===== src/rtl/ripple_accum_4bit_pkg.sv =====
// Shared definitions for the burst accumulator: FSM encodings and default sizing.
package ripple_accum_4bit_pkg;

  localparam int DEF_WIDTH = 4;
  localparam int DEF_N_OPS = 4;
  localparam int DEF_CNT_W = 4;

  typedef enum logic [1:0] {
    ST_IDLE  = 2'd0,
    ST_ACCUM = 2'd1,
    ST_DONE  = 2'd2
  } state_t;

endpackage


===== src/rtl/ripple_4bit.sv =====
// Ripple-carry adder: o_sum/o_cout = i_a + i_b + i_cin, one full-adder cell per bit.
module ripple_4bit #(
  parameter int WIDTH = 4
) (
  input  logic [WIDTH-1:0] i_a,
  input  logic [WIDTH-1:0] i_b,
  input  logic             i_cin,
  output logic [WIDTH-1:0] o_sum,
  output logic             o_cout
);

  logic [WIDTH:0] w_carry;

  assign w_carry[0] = i_cin;

  for (genvar i = 0; i < WIDTH; i++) begin : g_fa
    assign o_sum[i]       = i_a[i] ^ i_b[i] ^ w_carry[i];
    assign w_carry[i + 1] = (i_a[i] & i_b[i]) | (w_carry[i] & (i_a[i] ^ i_b[i]));
  end

  assign o_cout = w_carry[WIDTH];

endmodule


===== src/rtl/ripple_accum_4bit.sv =====
// Accumulates a burst of N_OPS operands via a ripple adder and hands the result to a sink.
// Define ACC_SATURATE_EN to clamp the accumulator at all-ones on overflow instead of wrapping.
module ripple_accum_4bit
  import ripple_accum_4bit_pkg::*;
#(
  parameter int WIDTH = DEF_WIDTH,
  parameter int N_OPS = DEF_N_OPS,
  parameter int CNT_W = DEF_CNT_W
) (
  input  logic             clk,
  input  logic             rst,
  input  logic             in_valid,
  output logic             in_ready,
  input  logic [WIDTH-1:0] din,
  input  logic             cin,
  output logic             out_valid,
  input  logic             out_ready,
  output logic [WIDTH-1:0] sum,
  output logic             carry_out,
  output logic [CNT_W-1:0] op_count
);

  state_t           r_state;
  state_t           w_state_nxt;
  logic [WIDTH-1:0] r_acc;
  logic [WIDTH-1:0] r_sum;
  logic             r_carry_out;
  logic [CNT_W-1:0] r_op_count;

  logic             w_fire;
  logic             w_last;
  logic             w_cin;
  logic [WIDTH-1:0] w_add_sum;
  logic             w_add_cout;
  logic [WIDTH-1:0] w_acc_nxt;

  assign w_fire = in_valid & in_ready;
  assign w_last = (r_op_count == CNT_W'(N_OPS - 1));
  assign w_cin  = (r_op_count == '0) ? cin : 1'b0;

  ripple_4bit #(
    .WIDTH (WIDTH)
  ) u_adder (
    .i_a    (r_acc),
    .i_b    (din),
    .i_cin  (w_cin),
    .o_sum  (w_add_sum),
    .o_cout (w_add_cout)
  );

`ifdef ACC_SATURATE_EN
  // The sticky carry flag doubles as "already saturated in this burst".
  assign w_acc_nxt = (w_add_cout || r_carry_out) ? {WIDTH{1'b1}} : w_add_sum;
`else
  assign w_acc_nxt = w_add_sum;
`endif

  // NOTE: sequential state uses non-blocking assignments so every register samples pre-edge values.
  always_ff @(posedge clk) begin
    if (rst) begin
      r_state     <= ST_IDLE;
      r_acc       <= '0;
      r_sum       <= '0;
      r_carry_out <= 1'b0;
      r_op_count  <= '0;
    end else begin
      r_state <= w_state_nxt;
      if (r_state == ST_IDLE) begin
        r_acc       <= '0;
        r_carry_out <= 1'b0;
        r_op_count  <= '0;
      end else if (w_fire) begin
        r_acc       <= w_acc_nxt;
        r_carry_out <= r_carry_out | w_add_cout;
        r_op_count  <= r_op_count + 1'b1;
        if (w_last) begin
          r_sum <= w_acc_nxt;
        end
      end
    end
  end

  // NOTE: every combinational output gets a default first, so no path can infer a latch.
  always_comb begin
    w_state_nxt = r_state;
    case (r_state)
      ST_IDLE:  w_state_nxt = ST_ACCUM;
      ST_ACCUM: if (w_fire && w_last) w_state_nxt = ST_DONE;
      ST_DONE:  if (out_ready) w_state_nxt = ST_IDLE;
      default:  w_state_nxt = ST_IDLE;
    endcase
  end

  always_comb begin
    in_ready  = 1'b0;
    out_valid = 1'b0;
    case (r_state)
      ST_ACCUM: in_ready  = 1'b1;
      ST_DONE:  out_valid = 1'b1;
      default:  ;
    endcase
  end

  assign sum       = r_sum;
  assign carry_out = r_carry_out;
  assign op_count  = r_op_count;

endmodule


===== config.mk =====
export PLATFORM = sky130hd
export DESIGN_NAME = ripple_accum_4bit
export DESIGN_NICKNAME = d
export VERILOG_FILES = /design/src/rtl/ripple_accum_4bit_pkg.sv /design/src/rtl/ripple_4bit.sv /design/src/rtl/ripple_accum_4bit.sv
export SDC_FILE = /design/constraint.sdc
export NUM_CORES = 1
export LEC_CHECK = 0
export ABC_AREA = 1
export BUFFER_PORTS_ARGS = -buffer_cell sky130_fd_sc_hd__buf_2
export CORE_MARGIN = 8
export CORE_UTILIZATION = 38
export DETAILED_ROUTE_END_ITERATION = 10
export PLACE_DENSITY_LB_ADDON = 0.05
export SETUP_SLACK_MARGIN = 0.05
export SLEW_MARGIN = 40
export SYNTH_ARGS = -nofsm -noshare
export SYNTH_HDL_FRONTEND = slang
export SYNTH_HIERARCHICAL = 1
export SYNTH_SLANG_ARGS = --single-unit

===== constraint.sdc =====
create_clock -name clk -period 2.75 [get_ports clk]
set_input_delay 0 -clock clk [delete_from_list [all_inputs] [get_ports clk]]
set_output_delay 0 -clock clk [all_outputs]
set_load 0.005 [all_outputs]

==> impl_metrics.py <==
metrics = {
    "outcome": {
        "status": "finished clean",
    },
    "routing": {
        "routed-via-count": 648,
        "wl_mm": 1.548,
        "drt-initial-drc-count": 15,
        "dr.pass1.iters": 3,
        "ant_nets": 0,
        "viasPerCell": 4.235,
        "wire_per_inst_um": 10.12,
        "drc_errors": 0,
    },
    "sta": {
        "rsz0062_at_grt": "no",
        "finalSetupViolCount": 0,
        "worst_slew_pin_slew_ns": 0.2271,
        "max_freq_mhz": 391.3,
        "hold_viol_final": 0,
        "finalMaxSlewViolations": 0,
        "min_period_ns": 2.556,
        "finalSetupTns_ns": 0,
        "finClkSkew_ns": 0.001958,
        "relSlewSlack_pct": 84.86,
        "finalCritPeriodShare_pct": 92.93,
    },
    "logic_synthesis": {
        "synth_fa_ha_area_share_pct": 13.27,
        "syn_avg_cell_area_um2": 7.765,
        "synth_seq_cells": 15,
        "syn_area_um2": 792.0,
        "synth_area_leader_cell": "dfxtp_1",
        "yosysSeqAreaShare_pct": 37.91,
        "synth-compound-area-share_pct": 9.005,
        "synth-xor-area-share_pct": 0,
        "synth_top_area_share_pct": 37.91,
        "syn_inst": 102,
        "yosysUniqueCellTypes": 18,
        "synth_area_leaders": "dfxtp_1 38%, inv_1 10%, fa_1 10%",
        "yosys.area_share.simple_pct": 26.54,
        "synth_nets": 117,
        "synthMuxAreaShare_pct": 0,
        "synth_top_family_by_area": "simple AND/OR/NAND/NOR gates",
        "yosysWarnings": 6,
    },
    "placement": {
        "placed_area_um2": 909.6,
        "place_congestion": 0.7621,
        "io_buffers": 19,
        "dp_hpwl_mm": 1.228,
    },
    "critical_path": {
        "r2r_slack_ns": 0.19,
        "critPathKind": "flop to flop",
        "cp_data_required_time_ns": 2.97,
        "crit_path_start_kind": "flop",
        "r2r-end": "sum[3]",
        "rr_startpoint": "op_count[0]",
        "worstPathMaxFanout": 3,
        "reg2reg_depth": 15,
        "cp_data_arrival_time_ns": 2.78,
        "crit_path_end_kind": "flop",
    },
    "cells_and_area": {
        "final_nets": 142,
        "final_cell_mix": "20 x inv_1, 20 x nand2_1, 19 x buf_2",
        "synthToLayoutAreaGrowth_pct": 22.27,
        "final_cell_area_um2": 968.4,
        "drive_gt1_share_pct": 30.95,
        "diodes": 0,
    },
    "clock_tree": {
        "ctsRootBufferMaster": "clkbuf_4",
        "clk_pin_slew_ns": 0.09,
        "cts_buffers": 3,
        "clk_latency_ns": 0.27,
        "htreeDepth": 1,
        "clk_path_buf_depth": 2,
        "tritoncts": "built",
        "clkSinkCount": 15,
    },
    "hold_path": {
        "min_path_type": "input pin to flop",
        "hold_path_depth": 4,
        "hold_end": "r_state[1]",
        "hp-start": "out_ready",
    },
    "die": {
        "io_pins": 20,
        "core_area_um2": 1962,
        "start_util_pct": 40.37,
        "die-height_um": 61.66,
        "die_area_um2": 3801,
        "die_w_um": 61.66,
        "rows": 16,
    },
    "power": {
        "leakage_nw": 0.4699,
        "p_per_area_nw_per_um2": 415.4,
        "ir_drop_v": 0.0002723,
    },
    "grt": {
        "met1_usage_pct": 10.63,
        "met3_usage_pct": 3.340,
        "grt_max_degree": 15,
        "grt_pass1_vias": 612,
        "grtUsageMet2_pct": 13.59,
        "grt_overflow": 0,
        "grt.total_usage_pct": 9.091,
        "antenna_found_initial": 0,
        "grt_first_pass_wirelength_mm": 2.497,
        "grt.busiest_layer": "met2",
    },
    "run": {
        "drv_cap": 0,
    },
}
[per-stage QoR]
step                      hold WS [ns]  cells  power (W)  util [%]  setup slack (ns)
final                          0.01275    153  0.0004023     49.36            0.1943
after global routing           0.01898    153  0.0004333     49.36           0.04342
after floorplan                0.07238    102  0.0002636         -            0.2334
after global placement          0.2443    147  0.0002789     46.36            0.1335
after detailed placement        0.2456    147  0.0002799     46.36           0.09993
after CTS                     0.005927    152  0.0004060     48.21           0.07615
[flip-flops by register name, indices dropped and copies added (netlist names)]
register	flops
op_count	4
r_acc	4
sum	4
r_state	2
carry_out	1
[worst max-delay path by stage]
stage | startpoint | endpoint | depth (start not counted)
after CTS | op_count[0] | sum[3] | 15
final | op_count[0] | sum[3] | 15
after floorplan | op_count[0] | sum[3] | 15
after global routing | op_count[0] | sum[3] | 15
after detailed placement | op_count[0] | sum[3] | 15
after global placement | op_count[0] | sum[3] | 15
[area by class of cell]
class / instances / area [um^2]
Multi-Input combinational cell: 61 / 399.1
Timing Repair Buffer: 21 / 112.6
Tap cell: 27 / 33.78
Fill cell: 233 / 993.5
Inverter: 25 / 93.84
Sequential cell: 15 / 302.8
Clock buffer: 4 / 26.28
[synth_stat cells]
| cell type | instances |
|---|---|
| inv_1 | 22 |
| nand2_1 | 20 |
| dfxtp_1 | 15 |
| nor2_1 | 15 |
| a21oi_1 | 7 |
| fa_1 | 4 |
| inv_2 | 3 |
| ha_1 | 2 |
| nor3_1 | 2 |
| nor3_2 | 2 |
| o21ai_0 | 2 |
| o21ai_1 | 2 |
| a21oi_4 | 1 |
| and3_1 | 1 |
| buf_6 | 1 |
| nand3_1 | 1 |
| nand3_4 | 1 |
| nor2_8 | 1 |
[repair_timing]
item / 4_1_cts / 5_1_grt
setup buffers: 0 / 1
gates resized for setup: 0 / 8
endpoints found under the hold margin: 2 / 0
endpoints found under the setup margin: 0 / 2
hold buffers: 1 / 0
[worst max-delay path, stage by stage, from the launching register on]
cell and delay, ns:
dfxtp_2 0.34, inv_1 0.06, ha_1 0.20, and3_4 0.18
fa_2 0.33, inv_2 0.07, fa_2 0.18, inv_1 0.06
fa_2 0.36, inv_2 0.06, fa_1 0.39, inv_1 0.08
inv_1 0.04, nand2_1 0.05, nand2_1 0.04, nor2_1 0.07
[where the power goes]
group | switching (W) | total, W | leakage, nW | internal (W)
combinational | 0.0000312 | 0.0000547 | 0.332 | 0.0000235
clock | 0.0000672 | 0.000123 | 0.0150 | 0.0000562
sequential | 0.00000337 | 0.000224 | 0.122 | 0.000221
total | 0.000102 | 0.000402 | 0.470 | 0.000301
[cell families (layout without fill, tap and decap cells)]
logic type,Yosys count,after routing
and+or+nand+nor,43,43
AOI/OAI and AO/OA,12,12
buffers and inverters,26,50
adders and majority gates,6,6
DFF,15,15
[metal layers]
metal	vias up	routed length, um
met5	-	0
met4	0	10
met3	2	122
met2	12	676
met1	283	739
li1	351	-
Power figures use the tool's default switching activity.
